$ cat config.mk
export PLATFORM = sky130hd
export DESIGN_NAME = l1_l2_request_arbiter_flat
export DESIGN_NICKNAME = d
export VERILOG_FILES = /design/src/rtl/l1_l2_request_arbiter_pkg.sv /design/src/rtl/l1_l2_request_arbiter_if.sv /design/src/rtl/l1_l2_request_arbiter_arbiter_rr.sv /design/src/rtl/l1_l2_request_arbiter.sv /design/src/flat_wrapper.sv
export SDC_FILE = /design/constraint.sdc
export NUM_CORES = 1
export LEC_CHECK = 0
export ABC_CLOCK_PERIOD_IN_PS = 4000
export CAP_MARGIN = 40
export CORE_MARGIN = 10
export CORE_UTILIZATION = 40
export CTS_BUF_LIST = sky130_fd_sc_hd__clkbuf_8
export CTS_CLUSTER_SIZE = 20
export DETAILED_ROUTE_END_ITERATION = 10
export GPL_ROUTABILITY_DRIVEN = 0
export HOLD_SLACK_MARGIN = 0.06
export PLACE_DENSITY = 0.88
export SLEW_MARGIN = 30
export SYNTH_ARGS = -nofsm -noshare
export SYNTH_HDL_FRONTEND = slang
export SYNTH_SLANG_ARGS = --single-unit
export TNS_END_PERCENT = 30
$ cat constraint.sdc
create_clock -name clk -period 4 [get_ports clk]
set_input_delay 0.4 -clock clk [delete_from_list [all_inputs] [get_ports clk]]
set_output_delay 0.4 -clock clk [all_outputs]
set_load 0.005 [all_outputs]
$ cat src/rtl/l1_l2_request_arbiter_pkg.sv
// Shared L1->L2 request defines: packet layout, op encodings and requester indices.
// Used by the arbiter built with or without L2_ARB_ROUND_ROBIN_EN.
package l1_l2_request_arbiter_pkg;

  localparam int CORE_W = 4;
  localparam int ADDR_W = 32;
  localparam int DATA_W = 32;

  localparam int REQ_ICACHE      = 0;
  localparam int REQ_DCACHE      = 1;
  localparam int REQ_STBUF       = 2;
  localparam int NUM_REQ_DEFAULT = 3;

  typedef enum logic [1:0] {
    L2_OP_IFETCH   = 2'd0,
    L2_OP_LOAD     = 2'd1,
    L2_OP_STORE    = 2'd2,
    L2_OP_PREFETCH = 2'd3
  } l2_op_e;

  typedef struct packed {
    logic              valid;
    logic [CORE_W-1:0] core;
    l2_op_e            op;
    logic [ADDR_W-1:0] addr;
    logic [DATA_W-1:0] data;
  } l2req_packet_t;

  // A single-requester build still needs a 1-bit pointer.
  function automatic int ptr_width(input int n);
    return (n > 1) ? $clog2(n) : 1;
  endfunction

endpackage

$ cat src/rtl/l1_l2_request_arbiter_if.sv
// Requester/L2 handshake bundle; slave = arbiter side, master = requesters plus L2.
interface l1_l2_request_arbiter_if #(
  parameter int NUM_REQUESTERS = 3
);
  import l1_l2_request_arbiter_pkg::*;

  logic [NUM_REQUESTERS-1:0]                req_valid;
  l2req_packet_t [NUM_REQUESTERS-1:0]       req_packet;
  logic [NUM_REQUESTERS-1:0]                req_ack;
  logic                                     l2req_ready;
  l2req_packet_t                            l2req_packet;
  logic                                     pc_event_l2_stall;

  modport slave (
    input  req_valid, req_packet, l2req_ready,
    output req_ack, l2req_packet, pc_event_l2_stall
  );

  modport master (
    output req_valid, req_packet, l2req_ready,
    input  req_ack, l2req_packet, pc_event_l2_stall
  );

endinterface

$ cat src/rtl/l1_l2_request_arbiter_arbiter_rr.sv
// One-hot grant selection with a last-grant pointer. L2_ARB_ROUND_ROBIN_EN selects
// round-robin after the pointer; otherwise lowest index wins and the pointer just tracks.
module arbiter_rr
  import l1_l2_request_arbiter_pkg::*;
#(
  parameter int N = 3
) (
  input  logic         clk,
  input  logic         reset,
  input  logic [N-1:0] req,
  input  logic         update_en,
  output logic [N-1:0] grant
);

  localparam int PTR_W = ptr_width(N);

  logic [PTR_W-1:0] last_q, last_d;
  logic [PTR_W-1:0] gidx;
  logic             found;

  always_comb begin
    int idx;
    grant = '0;
    gidx  = last_q;
    found = 1'b0;
    idx   = 0;
`ifdef L2_ARB_ROUND_ROBIN_EN
    // Search starts one past the last winner and wraps.
    for (int k = 1; k <= N; k++) begin
      idx = (int'(last_q) + k) % N;
      if (!found && req[idx]) begin
        found      = 1'b1;
        grant[idx] = 1'b1;
        gidx       = PTR_W'(idx);
      end
    end
`else
    for (int i = 0; i < N; i++) begin
      idx = i;
      if (!found && req[idx]) begin
        found      = 1'b1;
        grant[idx] = 1'b1;
        gidx       = PTR_W'(idx);
      end
    end
`endif
  end

  always_comb begin
    last_d = last_q;
    if (update_en && found) last_d = gidx;
  end

  always_ff @(posedge clk or posedge reset) begin
    if (reset) last_q <= PTR_W'(N - 1);
    else       last_q <= last_d;
  end

  a_ptr_range: assert property (@(posedge clk) disable iff (reset) int'(last_q) < N);
  a_grant_oh:  assert property (@(posedge clk) disable iff (reset) $onehot0(grant));

endmodule

$ cat src/rtl/l1_l2_request_arbiter.sv
// Arbitrates L1 miss/store requests into a single registered L2 request slot.
// Grant policy: fixed priority by default, round-robin with L2_ARB_ROUND_ROBIN_EN.
module l1_l2_request_arbiter
  import l1_l2_request_arbiter_pkg::*;
#(
  parameter int NUM_REQUESTERS = 3,
  parameter int CORE_ID        = 0
) (
  input logic                      clk,
  input logic                      reset,
  l1_l2_request_arbiter_if.slave   bus
);

  logic [NUM_REQUESTERS-1:0] grant;
  logic                      slot_free;
  logic                      any_req;
  logic                      grant_en;
  l2req_packet_t             sel_pkt;
  l2req_packet_t             pkt_q, pkt_d;

  // Slot frees in the same cycle L2 takes the current packet, giving back-to-back issue.
  assign slot_free = !pkt_q.valid || bus.l2req_ready;
  assign any_req   = |bus.req_valid;
  assign grant_en  = slot_free && any_req && !reset;

  arbiter_rr #(
    .N (NUM_REQUESTERS)
  ) u_arb (
    .clk       (clk),
    .reset     (reset),
    .req       (bus.req_valid),
    .update_en (grant_en),
    .grant     (grant)
  );

  always_comb begin
    sel_pkt = '0;
    for (int i = 0; i < NUM_REQUESTERS; i++) begin
      if (grant[i]) sel_pkt = bus.req_packet[i];
    end
  end

  always_comb begin
    pkt_d = pkt_q;
    if (grant_en) begin
      pkt_d       = sel_pkt;
      pkt_d.valid = 1'b1;
      pkt_d.core  = CORE_W'(CORE_ID);
    end else if (pkt_q.valid && bus.l2req_ready) begin
      pkt_d.valid = 1'b0;
    end
  end

  // Reset drops any in-flight packet; requesters retry.
  always_ff @(posedge clk or posedge reset) begin
    if (reset) pkt_q <= '0;
    else       pkt_q <= pkt_d;
  end

  assign bus.req_ack           = grant & {NUM_REQUESTERS{grant_en}};
  assign bus.l2req_packet      = pkt_q;
  assign bus.pc_event_l2_stall = pkt_q.valid && !bus.l2req_ready && !reset;

  a_hold_stable: assert property (@(posedge clk) disable iff (reset)
    (pkt_q.valid && !bus.l2req_ready) |=> $stable(pkt_q));

endmodule

$ cat src/flat_wrapper.sv
// flat-port wrapper written by rule: the top's interface ports become plain ports
module l1_l2_request_arbiter_flat import l1_l2_request_arbiter_pkg::*;
#(
  parameter int NUM_REQUESTERS = 3,
  parameter int CORE_ID        = 0
)
  (clk, reset, bus_req_valid, bus_req_packet, bus_l2req_ready, bus_req_ack, bus_l2req_packet, bus_pc_event_l2_stall);
  l1_l2_request_arbiter_if #(.NUM_REQUESTERS(NUM_REQUESTERS)) bus_i ();
  input logic clk;
  input logic reset;
  input wire logic [$bits(bus_i.req_valid)-1:0] bus_req_valid;
  input wire logic [$bits(bus_i.req_packet)-1:0] bus_req_packet;
  input wire logic [$bits(bus_i.l2req_ready)-1:0] bus_l2req_ready;
  output wire logic [$bits(bus_i.req_ack)-1:0] bus_req_ack;
  output wire logic [$bits(bus_i.l2req_packet)-1:0] bus_l2req_packet;
  output wire logic [$bits(bus_i.pc_event_l2_stall)-1:0] bus_pc_event_l2_stall;
  assign bus_i.req_valid = bus_req_valid;
  assign bus_i.req_packet = bus_req_packet;
  assign bus_i.l2req_ready = bus_l2req_ready;
  assign bus_req_ack = bus_i.req_ack;
  assign bus_l2req_packet = bus_i.l2req_packet;
  assign bus_pc_event_l2_stall = bus_i.pc_event_l2_stall;
  l1_l2_request_arbiter #(.NUM_REQUESTERS(NUM_REQUESTERS), .CORE_ID(CORE_ID)) u_core (.clk(clk), .reset(reset), .bus(bus_i));
endmodule
==> metrics.md, run 1 <==
| Metric | Value |
|---|---|
| Status | completed |
| Area leader, netlist | dfrtp_1 |
| # rows | 38 |
| Worst rel slew slack | 49.32% |
| Initial Util | about two fifths |
| Post-route setup TNS | 0 ps |
| Fin crit period | 2346 ps |
| H-tree depth | 3 |
| Seq/Total Area, Yosys | 37.77% |
| Setup Skew | 6.058 ps |
| Most used cell, CP | nor3_4 |
| Max-slew violation count | 0 |
| Post-synthesis cell area | 0.004439 sq mm |
| Port Buffers | 274 |
| Synth Instances | 458 |
| Vias in the first global route | 4731 |
| Number of flip-flops in the largest register | 67 |
| Area occupied by registers | around 0.0017 sq mm |
| Primary FF master, synth | dfrtp_1 |
| Wire per inst | 19.36 um |
| Endpoints failing setup | 0 |
| Post-route worst setup slack | 1654 ps |
| Core Area | 0.01084 sq mm |
| GRT Total Usage | 20.04% |
| CP max FO | between 70 and 80 |
| Hold_buf cts | 0 |
| Max stage delay on crit path | about 540 ps |
| Maximum clock path buffer count | 2 |
| Crit end category | primary output |
| DR iter-0 viols | 236 |
| Area Overhead vs Synth | 65.98% |
| Max Freq | 426.3 MHz |
| Ys Warns | 0 |
| Maximum capacitance violations | 0 |
| # clock sinks | 67 |
| P_leak | 2.842 nW |
| Avg Cell Area, Syn | approximately 9.7 sq um |
| Critical path class | input pin to primary output |
| Worst-Skew Late Latency | roughly 340 ps |
| Post-cts resize count | 0 |
| Fin. Hold Viols | 0 |
| Clock transition at path regs | 70 ps |
| Top-count cell post-synth | a21oi_1 |
| Post-Route WL | approximately 16000 um |
| Worst path arrival time | 1950 ps |
| Peak VDD IR | between 0.00015 and 0.0002 V |
| PwrDens | between 300 and 400 mW/mm^2 |
| Top Family by Delay on Critical Path | buffers and inverters |
| CP cell instances | buf_4 > nor3_4 > nor3_4 > and3_1 > clkdlybuf4s50_1 |
| Routed Antenna Nets | 0 |
| Synthesized flop and latch total | between 60 and 70 |
| Slew at the pin closest to its max-slew limit | between 700 and 800 ps |
| GR Overflow Total | 0 |
| RSZ-0062 raised after global routing | no |
| Netlist cell types | 21 |
| Nets | 923 |
| Asr flop ratio synth | 100.0% |
| Initial antenna violation count | 1 |
| Via density per instance | approximately 5.2 |
| Pin count of the biggest net entering global routing | 80 |
| Fillers | 849 |
| Die height | around 130 um |
| Clk root buf | clkbuf_8 |
| Setup crit start kind | input pin |
| Critical-path top delay cell | clkdlybuf4s50_1 |
| Setup bufs post-CTS | 0 |
| Multi-input gate area in the final layout | 0.002515 sq mm |
| Final period util | 58.65% |
| Vias post-DR | 4426 |
| WP buf/inv | 2 |
| Full die area | 0.01571 sq mm |
| 1st-pass router iterations | 4 |
| CTS tree | built |
| Diode count | 0 |
| Leading cell types by count after synthesis | a21oi_1 (132), dfrtp_1 (67), nor2b_1 (67), nand3b_1 (66), mux2_2 (37) |
| Final HPWL DP | 12720 um |
| Pre-CTS WS | 1503 ps |
| I/O pins | approximately 300 |
| Yosys top cell area share | 37.77% |
| Global-route wire length before repair | 25700 um |
| # DRC | 0 |
| CTS buffer count | 9 |
| Area contributors post-synth | dfrtp_1 (38%), a21oi_1 (15%), nand3b_1 (11%), mux2_4 (9.8%), nor2b_1 (9.4%) |
| Die width | 125.3 um |
| Hold crit path type | input pin to flop |
| Post-synth EDFFs | 0 |
| Fraction of layout cells with a size suffix above 1 | 13.26% |
| CP required | 3600 ps |
kinds of logic after synthesis:
logic type             after synthesis  synth area share (%)
and+or+nand+nor                    141                 21.98
other                                1               0.08447
AOI/OAI and AO/OA                  133                 14.99
DFF                                 67                 37.77
muxes                               66                 19.19
buffers and inverters               50                 5.975
per-stage QoR:
stage	hold WS [ps]	power [W]	std cells	util [%]	instance area, sq um
final	407.8	0.002335	849	67.97	7368
after global placement	489.7	0.001808	831	65.87	7141
after detailed placement	491.9	0.001841	833	66.31	7188
after CTS	394.9	0.002365	849	67.97	7368
after global routing	432.0	0.002469	849	67.97	7368
after floorplan	505.3	0.001258	461	-	4451
power breakdown:
group / switching (W) / total (W) / internal, W
clock network: 0.000261 / 0.000515 / 0.000254
logic: 0.000302 / 0.000928 / 0.000626
registers: 0.0000764 / 0.000892 / 0.000816
worst register-to-register path: stages (launching register included):
cell     delay, ps
dfrtp_1        390
nor2b_1        180
nor3_4         180
buf_4          420
buf_16         310
mux2_2         390
final cells by class:
type,instances,area share [%]
repair buffers,281,38.24
multi-input cells,344,34.13
flip-flops and latches,67,22.75
well taps,140,2.377
clock buffers,11,2.055
clock inverters,5,0.3906
inverters,1,0.05094
worst paths after layout:
path                                             start                           to  slack [ps]  cells after the start
min reg2reg                u_core.bus.l2req_packet[25]  u_core.bus.l2req_packet[25]         510                      1
max reg2reg                u_core.bus.l2req_packet[70]   u_core.bus.l2req_packet[7]        2010                      5
min                                   bus_req_valid[2]  u_core.bus.l2req_packet[70]         410                      3
max in group asynchronous                        reset  u_core.bus.l2req_packet[36]        2830                      4
min in group asynchronous                        reset  u_core.bus.l2req_packet[44]         630                      3
max                                   bus_req_valid[1]               bus_req_ack[2]        1650                      5
cell usage in the layout (no fill, tap or decap), drive strengths merged, types with 4 or more instances in the layout:
master,count
mux2,66
clkdlybuf4s50,271
nor2b,67
a21oi,132
conb,4
buf,10
clkbuf,11
dfrtp,67
nand3b,66
metal layers:
layer / GRT usage, % / part of all wire [%] / up-vias
met4: 6.233 / 2.0 / 2
met5: 0 / 0.079 / -
met1: 21.06 / 37 / 2110
met2: 36.72 / 52 / 191
li1: - / - / 2095
met3: 6.886 / 8.1 / 28
(Power assumes the default switching activity.)
==> inputs of run 2 (changes only) <==
--- a/config.mk
+++ b/config.mk
@@ -5,16 +5,16 @@
 export SDC_FILE = /design/constraint.sdc
 export NUM_CORES = 1
 export LEC_CHECK = 0
-export ABC_CLOCK_PERIOD_IN_PS = 4000
+export ABC_CLOCK_PERIOD_IN_PS = 2140
 export CAP_MARGIN = 40
 export CORE_MARGIN = 10
-export CORE_UTILIZATION = 40
+export CORE_UTILIZATION = 34
 export CTS_BUF_LIST = sky130_fd_sc_hd__clkbuf_8
 export CTS_CLUSTER_SIZE = 20
 export DETAILED_ROUTE_END_ITERATION = 10
 export GPL_ROUTABILITY_DRIVEN = 0
 export HOLD_SLACK_MARGIN = 0.06
-export PLACE_DENSITY = 0.88
+export PLACE_DENSITY = 0.8
 export SLEW_MARGIN = 30
 export SYNTH_ARGS = -nofsm -noshare
 export SYNTH_HDL_FRONTEND = slang
==> constraint.sdc (replaced) <==
create_clock -name clk -period 2.14 [get_ports clk]
set_input_delay 0.214 -clock clk [delete_from_list [all_inputs] [get_ports clk]]
set_output_delay 0.214 -clock clk [all_outputs]
set_load 0.005 [all_outputs]
==> run 2 against run 1 <==
Sequential share of layout area is 0.33 points lower; non-clock buffer count is 8 higher; die area grew 15%; sequential power grew 87%.
==> metrics.md, run 2 (synthesis gave the netlist of run 1 again) <==
| Metric | Value |
|---|---|
| Power consumption | 0.004368 W |
| Final Instance Area | 0.007476 sq mm |
| Fillers | 1122 |
| Slew at the pin closest to its max-slew limit | approximately 580 ps |
| Worst rel slew slack | about three fifths |
| Pin count of the biggest net entering global routing | 68 |
| PwrDens | approximately 580 mW/mm^2 |
| Final period util | 95.73% |
| # rows | 41 |
| Fraction of layout cells with a size suffix above 1 | 14.11% |
| Setup crit start kind | flop |
| # clock sinks | 67 |
| Routed Antenna Nets | 0 |
| Vias in the first global route | 4684 |
| Setup Skew | 4.532 ps |
| CP required | 1930 ps |
| # DRC | 0 |
| Endpoints failing setup | 0 |
| Maximum clock path buffer count | 2 |
| RSZ-0062 raised after global routing | no |
| Area Overhead vs Synth | 68.40% |
| Initial Util | a little over a third |
| Global-route wire length before repair | 25600 um |
| Worst path arrival time | 1830 ps |
| I/O pins | approximately 290 |
| Initial antenna violation count | 0 |
| Die width | about 130 um |
| Max Freq | 488.1 MHz |
| Clock transition at path regs | 70 ps |
| Critical path class | flop to primary output |
| Post-route setup TNS | 0 ps |
| CP max FO | 3 |
| Non-Filler Instances | 888 |
| H-tree depth | 3 |
| CTS buffer count | 9 |
| Fin crit period | 2049 ps |
| Maximum capacitance violations | 0 |
| Fin. Hold Viols | 0 |
| Crit end category | primary output |
| Max-slew violation count | 0 |
| Hold_buf cts | 0 |
| Nets | 931 |
| Post-cts resize count | 0 |
| Via density per instance | 4.926 |
| Status | completed |
| Vias post-DR | about 4400 |
| GRT Total Usage | between 10% and 20% |
| Most frequent cells in the layout | clkdlybuf4s50_1 (271), a21oi_1 (132), nor2b_1 (67), dfrtp_1 (67), nand3b_1 (66) |
| Die height | 134.3 um |
| Core Area | 0.01272 sq mm |
| Final HPWL DP | roughly 13000 um |
| Finished Core Util | about three fifths |
| Post-Route WL | ~17000 um |
| CTS tree | built |
| GR Overflow Total | 0 |
| Full die area | 0.01803 sq mm |
| Clk root buf | clkbuf_8 |
| Diode count | 0 |
| DR iter-0 viols | roughly 220 |
| Commonest non-fill, non-tap cell in the layout | clkdlybuf4s50_1 |
| Post-placement cell area | a little over 0.007 sq mm |
| Setup bufs post-CTS | 0 |
| Peak VDD IR | 0.0002668 V |
| P_leak | 2.886 nW |
| Port Buffers | around 270 |
| Worst-Skew Late Latency | about 340 ps |
| 1st-pass router iterations | 4 |
| Post-Place Cells | slightly below 900 |
| Wire per inst | 18.86 um |
| Hold crit path type | input pin to flop |
| Number of flip-flops in the largest register | 67 |
## run 2: per-stage QoR
stage,hold WS (ps),worst slack (ps)
3_5_place_dp,494.4,148.9
4_1_cts,250.2,60.71
5_1_grt,269.6,13.17
3_3_place_gp,489.1,177.4
2_1_floorplan,325.0,317.3
6_report,263.2,91.28
## run 2: per-layer routing
layer	vias to the layer above	track usage [%]	routed length, um
li1	2110	-	-
met1	2110	19.58	6590
met2	146	31.40	8758
met3	8	6.385	1278
met4	0	3.809	124
met5	-	0	0
## run 2: final cells by class
class	instances	area [sq um]	share of cell area [%]
clock inverters	3	13.76	0.1841
inverters	1	7.507	0.1004
repair buffers	289	2883	38.56
clock buffers	12	165.2	2.209
well taps	172	215.2	2.879
flip-flops and latches	67	1677	22.43
multi-input cells	344	2515	33.64
## run 2: power breakdown
part,leakage (nW),internal (W),switching (W)
logic,2.00,0.00118,0.000569
registers,0.782,0.00153,0.000144
clock network,0.0994,0.000501,0.000444
## run 2: worst paths after layout
check | start | end | slack [ps] | depth (start not counted)
worst max-delay path | u_core.bus.l2req_packet[70] | bus_req_ack[2] | 90 | 4
worst min-delay path | bus_req_valid[2] | u_core.bus.l2req_packet[70] | 260 | 3
worst max register to register | u_core.bus.l2req_packet[70] | u_core.bus.l2req_packet[39] | 450 | 5
worst min register to register | u_core.bus.l2req_packet[19] | u_core.bus.l2req_packet[19] | 510 | 1
max in group asynchronous | reset | u_core.bus.l2req_packet[6] | 1090 | 4
min in group asynchronous | reset | u_core.bus.l2req_packet[45] | 520 | 3
## run 2: critical path: stages (launching register included)
cell             delay [ps]
dfrtp_1                 390
nor2b_1                 180
nor3_4                  220
and3_1                  190
clkdlybuf4s50_1         510
